File: config.mk
export PLATFORM = sky130hd
export DESIGN_NAME = ctr_m
export DESIGN_NICKNAME = d
export VERILOG_FILES = /design/src/rtl/ctr_m.sv
export SDC_FILE = /design/constraint.sdc
export NUM_CORES = 1
export LEC_CHECK = 0
export CAP_MARGIN = 40
export CORE_ASPECT_RATIO = 0.8
export CORE_MARGIN = 3
export CORE_UTILIZATION = 42
export DETAILED_ROUTE_END_ITERATION = 12
export PLACE_DENSITY = 0.77
export REMOVE_ABC_BUFFERS = 1
export SLEW_MARGIN = 20
export SYNTH_ARGS = -nofsm -noshare
export SYNTH_HDL_FRONTEND = slang
export SYNTH_SLANG_ARGS = --single-unit
File: constraint.sdc
create_clock -name clk -period 2.1 [get_ports clk]
set_clock_uncertainty 0.2 [all_clocks]
set_input_delay 0.42 -clock clk [delete_from_list [all_inputs] [get_ports clk]]
set_output_delay 0.42 -clock clk [all_outputs]
set_load 0.05 [all_outputs]
File: src/rtl/ctr_m.sv
// Memory-stage pipeline controller: E/M control register, DM strobes, request/ready stall FSM, M/W control register.
// Optional access timeout with sticky error flag is enabled by defining CTR_M_TIMEOUT_EN.
module ctr_m #(
  parameter int TIMEOUT = 16,
  parameter int TW      = 5
) (
  input  logic       clk,
  input  logic       rst_n,
  input  logic [5:0] op_23,
  input  logic [5:0] func_23,
  input  logic       RegWr_E,
  input  logic [1:0] Tnew_E,
  input  logic       dm_ready,
  output logic       dm_req,
  output logic       MemWr,
  output logic       MemRd,
  output logic [1:0] WBsel,
  output logic       RegWr_M,
  output logic [1:0] Tnew_M,
  output logic       stall_m,
  output logic [5:0] op_34,
  output logic [5:0] func_34,
  output logic       RegWr_W,
  output logic       dm_err
);

  localparam logic [5:0] OP_LW  = 6'h23;
  localparam logic [5:0] OP_SW  = 6'h2b;
  localparam logic [5:0] OP_JAL = 6'h03;

  typedef enum logic {RUN, WAIT} state_t;

  state_t     state, state_nxt;
  logic [5:0] op_p0, func_p0;
  logic       is_lw, is_sw, is_jal, mem_op;
  logic       timeout_hit, done, timed_out;

  assign is_lw  = (op_p0 == OP_LW);
  assign is_sw  = (op_p0 == OP_SW);
  assign is_jal = (op_p0 == OP_JAL);
  assign mem_op = is_lw | is_sw;

  assign dm_req  = mem_op;
  assign MemRd   = is_lw;
  assign MemWr   = is_sw;
  assign WBsel   = is_lw ? 2'b01 : (is_jal ? 2'b10 : 2'b00);

  // A forced completion behaves like dm_ready for the pipe, but the access is flagged.
  assign done      = dm_ready | timeout_hit;
  assign timed_out = mem_op & timeout_hit & ~dm_ready;
  assign stall_m   = mem_op & ~done;

`ifdef CTR_M_TIMEOUT_EN
  logic [TW-1:0] wait_cnt;

  assign timeout_hit = (state == WAIT) && (wait_cnt == TW'(TIMEOUT - 1));

  always_ff @(posedge clk or negedge rst_n) begin
    if (!rst_n) begin
      wait_cnt <= '0;
      dm_err   <= 1'b0;
    end else begin
      wait_cnt <= (state == WAIT) ? wait_cnt + TW'(1) : '0;
      if (timed_out)
        dm_err <= 1'b1;
    end
  end
`else
  assign timeout_hit = 1'b0;
  assign dm_err      = 1'b0;
`endif

  always_ff @(posedge clk or negedge rst_n) begin
    if (!rst_n) state <= RUN;
    else        state <= state_nxt;
  end

  always_comb begin
    state_nxt = state;
    case (state)
      RUN:     if (mem_op && !dm_ready) state_nxt = WAIT;
      WAIT:    if (!mem_op || done)     state_nxt = RUN;
      default: state_nxt = RUN;
    endcase
  end

  // E/M boundary: held while the M instruction waits on memory
  always_ff @(posedge clk or negedge rst_n) begin
    if (!rst_n) begin
      op_p0   <= '0;
      func_p0 <= '0;
      RegWr_M <= 1'b0;
      Tnew_M  <= 2'b00;
    end else if (!stall_m) begin
      op_p0   <= op_23;
      func_p0 <= func_23;
      RegWr_M <= RegWr_E;
      Tnew_M  <= (Tnew_E == 2'b00) ? 2'b00 : Tnew_E - 2'd1;
    end
  end

  // M/W boundary: bubble while stalled; a timed-out lw must not write the GPR
  always_ff @(posedge clk or negedge rst_n) begin
    if (!rst_n) begin
      op_34   <= '0;
      func_34 <= '0;
      RegWr_W <= 1'b0;
    end else if (stall_m) begin
      op_34   <= '0;
      func_34 <= '0;
      RegWr_W <= 1'b0;
    end else begin
      op_34   <= op_p0;
      func_34 <= func_p0;
      RegWr_W <= RegWr_M & ~(timed_out & is_lw);
    end
  end

endmodule

==> results of run 1 <==
-- placed cells by master, fill, tap and decap left out, drive strengths merged --
master	Yosys	layout
dlymetal6s2s	0	4
inv	3	3
bufinv	0	1
nor2	1	1
dfrtp	28	28
nand3b	1	1
nor3b	1	1
dlygate4sd2	0	11
and2	13	13
conb	1	1
and4bb	1	1
clkdlybuf4s50	0	17
mux2	9	9
and3	1	1
clkbuf	3	3
nand2	2	2
nor2b	1	1
buf	3	12
mux2i	1	1
nand2b	3	3
-- registers in the layout, summed over array words and instances (netlist names) --
signal,flops
op_p0,6
Tnew_M,2
RegWr_M,1
func_34,6
op_34,6
func_p0,6
RegWr_W,1
-- where the power goes --
part	internal [uW]	switching, uW
sequential	570	13.7
combinational	76.4	109
clock	193	156
-- kinds of logic (layout without fill, tap and decap cells) --
group,Yosys count,after routing,synth area share
buf+inv,9,51,0.0471
simple gates,24,24,0.158
other cells,1,1,0.00362
flops,28,28,0.676
mux,10,10,0.115
-- cell usage after synthesis, drive strengths merged --
cell type  instances
and2              13
and3               1
and4bb             1
buf                3
clkbuf             3
conb               1
dfrtp             28
inv                3
mux2               9
mux2i              1
nand2              2
nand2b             3
nand3b             1
nor2               1
nor2b              1
nor3b              1
-- timing repair --
item / in CTS / in global routing
buffers inserted: 0 / 1
hold buffers: 0 / 0
endpoints found under the setup margin: 14 / 10
pin swaps: 0 / 2
resized for setup: 14 / 6
cloned: 0 / 0
-- through the flow --
| stage | util | power, uW |
|---|---|---|
| 3_5_place_dp | 0.669 | 789 |
| 2_1_floorplan | - | 695 |
| 4_1_cts | 0.692 | 1130 |
| 6_report | 0.701 | 1120 |
| 5_1_grt | 0.701 | 1170 |
| 3_3_place_gp | 0.669 | 785 |
-- worst paths after layout --
path,start,to,slack (ns),depth (start not counted)
min,op_p0[4],op_34[4],0.19,0
max,op_p0[2],WBsel[0],-0.05,4
min in group asynchronous,rst_n,op_34[0],0.24,2
min reg2reg,op_p0[4],op_34[4],0.19,0
max in group asynchronous,rst_n,func_34[2],1.21,2
max reg2reg,op_p0[2],func_p0[4],0.32,5
-- area by class of cell --
cell class / count / area, um2 / area share
timing repair buffer: 44 / 482 / 0.305
inverter: 3 / 11.3 / 0.00713
tap: 25 / 31.3 / 0.0198
sequential: 28 / 701 / 0.444
clock buffer: 3 / 22.5 / 0.0143
multi-input combinational: 35 / 302 / 0.191
clock inverter: 1 / 30.0 / 0.0190
-- layer usage --
layer  up-vias  wire, um
met3         2       207
met1       318       637
met4         0        11
met2        31       929
met5         -         0
li1        309         -
==> flow_metrics.env, run 1 <==
export IMPL_status="finished, violations left"
export IMPL_violations="negative setup slack"
export IMPL_worst_pin_slew_ns=0.502
export IMPL_crit_chain="and4bb_2 > nand2_2 > nor2_4 > buf_12"
export IMPL_place_area_um2=1510
export IMPL_drive_gt1_frac=0.272
export IMPL_post_place_ws_ns=0.172
export IMPL_arrival_ns=1.53
export IMPL_syn_area_um2=1040
export IMPL_grt_pass1_wl_mm=2.79
export IMPL_wire_per_inst_um=12.8
export IMPL_hold_viol=0
export IMPL_ys_seq_area_frac=0.676
export IMPL_peakVddDrop_v=0.000555
export IMPL_synth_avg_cell_area_um2=14.4
export IMPL_ctsLongestPathBuffers=2
export IMPL_coreArea_um2=2250
export IMPL_rows=15
export IMPL_clkTransAtPathRegs_ns=0.15
export IMPL_maxSlewViolCount=0
export IMPL_yosysTopAreaCellShare=0.676
export IMPL_fin_crit_ns=2.15
export IMPL_hold_slack_ns=0.193
export IMPL_grt_overflow=0
export IMPL_initial_core_util=0.460
export IMPL_ant_nets=0
export IMPL_ioPinCount=41
export IMPL_vias=660
export IMPL_grt_start_max_net_pins=29
export IMPL_remaining_drc_errors=0
export IMPL_antenna_found_initial=0
export IMPL_worstPathRequired_ns=1.48
export IMPL_fp_dieH_um=50.4
export IMPL_path_class="reg2out"
export IMPL_crit_path_end_kind="primary output"
export IMPL_grtUsageMet2=0.216
export IMPL_die_area_um2=3100
export IMPL_drt_first_pass_iters=4
export IMPL_yosysTopAreaCell="dfrtp_1"
export IMPL_fillers=169
export IMPL_viasPerCell=4.75
export IMPL_final_cells=139
export IMPL_cpLargestDelayFamily="simple AND/OR/NAND/NOR gates"
export IMPL_diodes=0
export IMPL_hold_path_class="reg2reg"
export IMPL_use_met1=0.129
export IMPL_drt_iter0_markers=5
export IMPL_clock_sinks=28
export IMPL_crit_buf_inv=1
export IMPL_tns_ns=-0.139
export IMPL_die_width_um=61.5
export IMPL_busiest_layer="met2"
export IMPL_synth_cell_types=18
export IMPL_clock_fmax_mhz=466
export IMPL_critPathSlowestCell="dfrtp_1"
export IMPL_setup_viol=3
export IMPL_htreeDepth=1
export IMPL_gp_congestion=0.715
export IMPL_io_buffers=39
export IMPL_powerDensity_nw_per_um2=708
export IMPL_grt_pass1_vias=672
export IMPL_cp_max_fo=4
export IMPL_slowest_delay_ns=0.41
export IMPL_fin_area_um2=1580
export IMPL_clk_insertion_delay_late_ns=0.33
export IMPL_final_nets=133
export IMPL_layout_setup_ws_ns=-0.0475
export IMPL_drt_total_wl_mm=1.79
export IMPL_drv_cap=0
export IMPL_numCtsBuffers=3
export IMPL_ys_ff_latch=28
export IMPL_p_leak_uw=0.000777
export IMPL_ys_warn_count=0
export IMPL_syn_to_final_growth_pct=52.4
export IMPL_cts_tree="done"
export IMPL_placed_cells=134
export IMPL_netlist_instances=72
export IMPL_setup_worst_path_start_class="flop"
export IMPL_root_buffer="clkbuf_4"
export IMPL_timing_final_crit_share=1.02
export IMPL_ys_top_cells_by_area="dfrtp_1, and2_1, mux2_2"
export IMPL_grtUsageTotal=0.124
export IMPL_grt_use_met3=0.0694
export IMPL_rsz0062_at_grt="true"
export IMPL_maxSlewHeadroom=0.664
No activity file was read; power rests on OpenSTA's default activity.
==> run 2, diff against run 1 <==
- CAP_MARGIN: 40 -> 20
- CTS_CLUSTER_DIAMETER: unset -> 100
==> results of run 2 <==
The final DEF is identical to that of run 1; final timing and power are the same.
==> run 3, diff against run 2 <==
- CORE_ASPECT_RATIO: 0.8 -> 1.4
- GPL_ROUTABILITY_DRIVEN: unset -> 0
==> run 3 against run 2 <==
Effect of this change: the flow still finishes with violations (negative setup slack); critical path depth is 1 lower; combinational power is 3% higher; worst hold slack better by 0.019 ns; cell area is 0.55% higher; count of clock-buffer cells in the layout stayed put; clock power is 1% lower; flip-flop and latch count stayed put; largest power group unchanged; maximum frequency is 0.56% lower; cell count is 2.9% lower; sequential share of layout area is 0.24 points lower; highest routed layer unchanged.
==> flow_metrics.env, run 3 (synthesized netlist as in run 1, its figures left out) <==
export IMPL_status="finished, violations left"
export IMPL_violations="negative setup slack"
export IMPL_grt_pass1_vias=654
export IMPL_final_cells=135
export IMPL_hold_slack_ns=0.212
export IMPL_cp_max_fo=4
export IMPL_clk_insertion_delay_late_ns=0.32
export IMPL_multi_input_area_um2=317
export IMPL_clkTransAtPathRegs_ns=0.13
export IMPL_coreArea_um2=2250
export IMPL_maxSlewViolCount=0
export IMPL_drt_total_wl_mm=1.95
export IMPL_maxSlewHeadroom=0.657
export IMPL_ctsLongestPathBuffers=2
export IMPL_ff2ff_setup_slack_ns=0.40
export IMPL_grt_overflow=0
export IMPL_diodes=0
export IMPL_clock_fmax_mhz=463
export IMPL_ioPinCount=41
export IMPL_viasPerCell=4.90
export IMPL_cts_tree="done"
export IMPL_numCtsBuffers=3
export IMPL_pwr_share_seq=0.523
export IMPL_initial_core_util=0.460
export IMPL_fp_dieH_um=64.8
export IMPL_arrival_ns=1.54
export IMPL_dp_hpwl_mm=1.38
export IMPL_peakVddDrop_v=0.000454
export IMPL_grt_pass1_wl_mm=2.97
export IMPL_clock_sinks=28
export IMPL_critPathSlowestCell="dfrtp_1"
export IMPL_worst_pin_slew_ns=0.513
export IMPL_fillers=157
export IMPL_rows=20
export IMPL_final_nets=132
export IMPL_grtUsageTotal=0.139
export IMPL_vias=662
export IMPL_htreeDepth=1
export IMPL_comb_power_share=0.170
export IMPL_root_buffer="clkbuf_4"
export IMPL_setup_worst_path_start_class="flop"
export IMPL_crit_path_end_kind="primary output"
export IMPL_drive_gt1_frac=0.283
export IMPL_drt_iter0_markers=9
export IMPL_antenna_found_initial=0
export IMPL_p_clk_frac=0.307
export IMPL_placed_cells=130
export IMPL_final_common_cell="dfrtp_1"
export IMPL_place_area_um2=1490
export IMPL_remaining_drc_errors=0
export IMPL_layout_setup_ws_ns=-0.0595
export IMPL_fin_area_um2=1590
export IMPL_drv_cap=0
export IMPL_syn_to_final_growth_pct=53.3
export IMPL_power_uw=1120
export IMPL_hold_path_class="reg2reg"
export IMPL_seqCellArea_um2=701
export IMPL_fin_crit_ns=2.16
export IMPL_rsz0062_at_grt="true"
export IMPL_sw_frac_of_total=0.248
export IMPL_powerDensity_nw_per_um2=706
export IMPL_hold_viol=0
export IMPL_final_cell_mix="dfrtp_1, clkdlybuf4s50_1, and2_1"
export IMPL_internal_power_uw=843
export IMPL_path_class="reg2out"
export IMPL_cpLargestDelayFamily="simple AND/OR/NAND/NOR gates"
export IMPL_drt_first_pass_iters=2
export IMPL_p_leak_uw=0.000799
export IMPL_worstPathRequired_ns=1.48
export IMPL_io_buffers=39
export IMPL_wire_per_inst_um=14.4
export IMPL_slowest_delay_ns=0.41
export IMPL_ant_nets=0
export IMPL_die_width_um=48.0
export IMPL_grt_start_max_net_pins=29
export IMPL_p_sw_uw=278
export IMPL_crit_buf_inv=1
export IMPL_cts_hold_buffers_added=0
export IMPL_crit_chain="and4bb_4 > nor3b_4 > buf_12"
export IMPL_timing_final_crit_share=1.03
export IMPL_setup_viol=4
export IMPL_die_area_um2=3110
[run 3: cell count changes in the layout (fill, tap and decap cells not counted)]
cell            previous run  this run
nor3b_4                    0         1
dlygate4sd2_1             11         7
buf_4                      6         7
and4bb_2                   1         0
nand2_4                    0         1
and4bb_4                   0         1
nand2_2                    1         0
dlymetal6s2s_1             4         6
nor3b_2                    1         0
[run 3: routing by layer]
| layer | global-route usage | share of wire | up-vias |
|---|---|---|---|
| li1 | - | - | 306 |
| met1 | 0.158 | 0.36 | 321 |
| met2 | 0.227 | 0.56 | 30 |
| met3 | 0.0278 | 0.061 | 5 |
| met4 | 0.0808 | 0.027 | 0 |
| met5 | 0 | 0 | - |
[run 3: worst register-to-register path, delay by kind of cell, from the launching register on]
kind,cells,cell delay (ns)
flip-flops,1,0.41
AND/OR/NAND/NOR,2,0.51
multiplexers,1,0.30
buffers and inverters,1,0.20
[run 3: path summary, 6_finish.rpt]
path | from | endpoint | cells past startpoint
min in group asynchronous | rst_n | op_34[4] | 2
worst min-delay path | op_p0[2] | op_34[2] | 0
worst min register to register | op_p0[2] | op_34[2] | 0
max in group asynchronous | rst_n | op_p0[5] | 2
worst max register to register | op_p0[2] | func_p0[3] | 4
worst max-delay path | op_p0[2] | WBsel[1] | 3
[run 3: layout make-up]
class                   instances  share of cell area
flip-flops and latches         28               0.441
clock buffers                   3              0.0142
inverters                       3             0.00709
repair buffers                 43               0.302
multi-input cells              35               0.199
clock inverters                 1              0.0189
well taps                      22              0.0173
[run 3: power by group through the flow]
| stage | clock (uW) | sequential (uW) | combinational (uW) |
|---|---|---|---|
| 5_1_grt | 374 | 591 | 200 |
| 3_3_place_gp | 0 | 593 | 191 |
| 2_1_floorplan | 0 | 658 | 37.6 |
| 3_5_place_dp | 0 | 595 | 194 |
| 4_1_cts | 348 | 585 | 191 |
| 6_report | 345 | 586 | 190 |
[run 3: what timing repair did]
| action | in CTS | in global routing |
|---|---|---|
| pin swaps | 2 | 2 |
| resized for setup | 11 | 10 |
| buffers inserted | 1 | 0 |
| setup endpoints to repair | 10 | 12 |
[run 3: through the flow]
step | TNS, ns | setup WS, ns | utilization
floorplan | -1.48 | -0.545 | -
global placement | 0 | 0.216 | 0.662
detailed placement | 0 | 0.175 | 0.662
CTS | -0.143 | -0.0523 | 0.692
global route | -0.533 | -0.126 | 0.705
finish | -0.163 | -0.0595 | 0.705
==> patch (settings of run 1) <==
The option `CTR_M_TIMEOUT_EN` is turned on by a define.
--- a/src/rtl/ctr_m.sv
+++ b/src/rtl/ctr_m.sv
@@ -1,5 +1,7 @@
 // Memory-stage pipeline controller: E/M control register, DM strobes, request/ready stall FSM, M/W control register.
 // Optional access timeout with sticky error flag is enabled by defining CTR_M_TIMEOUT_EN.
+`define CTR_M_TIMEOUT_EN
+
 module ctr_m #(
   parameter int TIMEOUT = 16,
   parameter int TW      = 5
Formal check against the unedited RTL: same outputs for any inputs over 10 cycles, from zero or initial values and one cycle with rst_n low; that may be too few to reach the edited logic, so the function may still have changed.
==> patch against run 1 <==
- the flow still finishes with violations (setup timing)
- highest routed layer unchanged
- worst hold slack got worse by 0.012 ns
- final area rose by 25%
- wire length rose by 41%
- register-to-register slack got worse by 0.19 ns
- total power rose by 21%
- die area rose by 25%
- critical endpoint is now stall_m
- setup slack got worse by 0.0093 ns
- cell count rose by 32%
- area after synthesis rose by 28%
- sequential cell count rose by 7
==> patch: results (changes against run 1) <==
outcome=finished with violations; violated checks=setup timing; fraction of final layout cells sized beyond drive strength 1=29.0% (+1.8 points); antenna violations before repair=0 (unchanged); WS Path Type=reg -> out; cell count after placement=170 (+27%); reg-to-reg critical path startpoint=wait_cnt[0]; Hold WC Path Type=reg -> reg; YS warnings=0 (unchanged); Netlist cell types=25 (+7); Clock Latency Late Sink=0.28 ns (-0.05 ns); 1st-iter DRT viols=19 (+14); first-pass GRT wire length=4220 microns (+51%); register area share after synthesis=66.1% (-1.5 points); DRC viols=0 (unchanged); maximum fanout along the worst path=2 (-2); CP peak stage delay=0.39 ns (-0.02 ns); most frequent cells after synthesis=35 x dfrtp_1, 15 x and2_1, 7 x mux2_2; Root Driver=clkbuf_8; pins over their slew limit=0 (unchanged); ant diodes=0 (unchanged); routability-driven placement congestion ratio=0.740 (+3.5%); final worst slack=-0.0568 ns (-0.00930 ns); fillers=217 (+28%); Hold EP=op_34[4]; Final setup viols=1 (-2); CTS Buf Count=5 (+2); leak pwr=0.926 nW (+19%); vias per cell=4.68 (-1.5%); clk slew on worst S/H paths=0.06 ns (-0.09 ns); Worst Hold Launch=op_p0[4]; reg-to-reg setup timing slack=0.13 ns (-0.19 ns); HPWL after DPL=approximately 1800 microns; synth top area cells=dfrtp_1 66%, and2_1 7.1%, mux2_2 5.9%, mux2_4 2.3%, ha_1 1.9%; largest net degree at the start of global routing=36 (+24%); total iterations of the first detailed-routing run=3 (-1); maximum buffer depth of the clock tree=2 (unchanged); WL final=2520 microns (+41%); Net count, final=164 (+23%); Total GRT Usage=15.5% (+3.1 points); vias post-DR=856 (+30%); CTS resizes=7 (-7); worst hold path stage count=0 (unchanged); Port-buffer cells=40 (+2.6%); Critical Path Slowest Stage Cell=dfrtp_1; Power Dens Cells=687 mW/mm^2 (-3.0%); CP delay by family, top=flip-flops; reg2reg end=func_p0[3]; Mapped Avg Cell Area=13.9 sq um (-3.1%); async set or reset register ratio after synthesis=100% (unchanged); Data arrival, critical path=1.54 ns; R2R depth=8 (+3); Max IR drop VDD=0.487 mV (-12%); Post-CTS Setup Bufs=3 (+3); number of global-route vias before repair=909 (+35%); H-tree levels=2 (+1); Slew headroom=66.3% (-0.15 points)
-- patch: cell types whose count changed after synthesis, sizes merged, moves of 2 or more --
cell,change
dfrtp,+7
ha,+2
nand3,+2
inv,+2
and2,+2
nor2b,+2
and3,+2
nand2,+2
-- patch: worst max path at each step --
stage / slack, ns / end
floorplan: -0.56 / MemRd
global placement: 0.03 / stall_m
detailed placement: 0.02 / stall_m
CTS: -0.11 / stall_m
global route: -0.11 / stall_m
finish: -0.06 / stall_m
-- patch: report_power, final --
part	switching, W	internal (W)
clock network	0.000208	0.000232
logic	0.000110	0.0000866
registers	0.0000155	0.000706
-- patch: area by class of cell --
type,instances,area share (%)
multi-input combinational,50,22.2
clock buffer,7,3.86
tap,38,2.41
clock inverter,1,0.253
sequential,35,44.3
inverter,5,0.950
timing repair buffer,47,26.0
-- patch: cells by family after synthesis --
kind of cell	count (synthesis)	synth area share (%)
AOI/OAI and AO/OA	2	1.13
xor gates and xnor gates	2	1.32
adders and majority gates	2	1.89
buffers and inverters	10	3.78
DFF	35	66.1
muxes	10	8.97
and+or+nand+nor	34	16.8
-- patch: stage by stage --
step	hold slack [ns]	area [sq um]	setup WS [ns]	power, W	TNS (ns)
after floorplan	-0.0756	1290	-0.557	0.000831	-1.68
after global placement	0.153	1820	0.0328	0.000924	0
after detailed placement	0.167	1820	0.0217	0.000929	0
after CTS	0.183	1940	-0.114	0.00138	-0.114
after global routing	0.207	1980	-0.112	0.00143	-0.216
final	0.182	1980	-0.0568	0.00136	-0.0568
-- patch: layer usage --
| layer | track usage (%) | wire (microns) |
|---|---|---|
| met4 | 5.83 | 39 |
| met2 | 25.7 | 1330 |
| met3 | 7.47 | 221 |
| met1 | 16.6 | 932 |
| met5 | 0 | 0 |
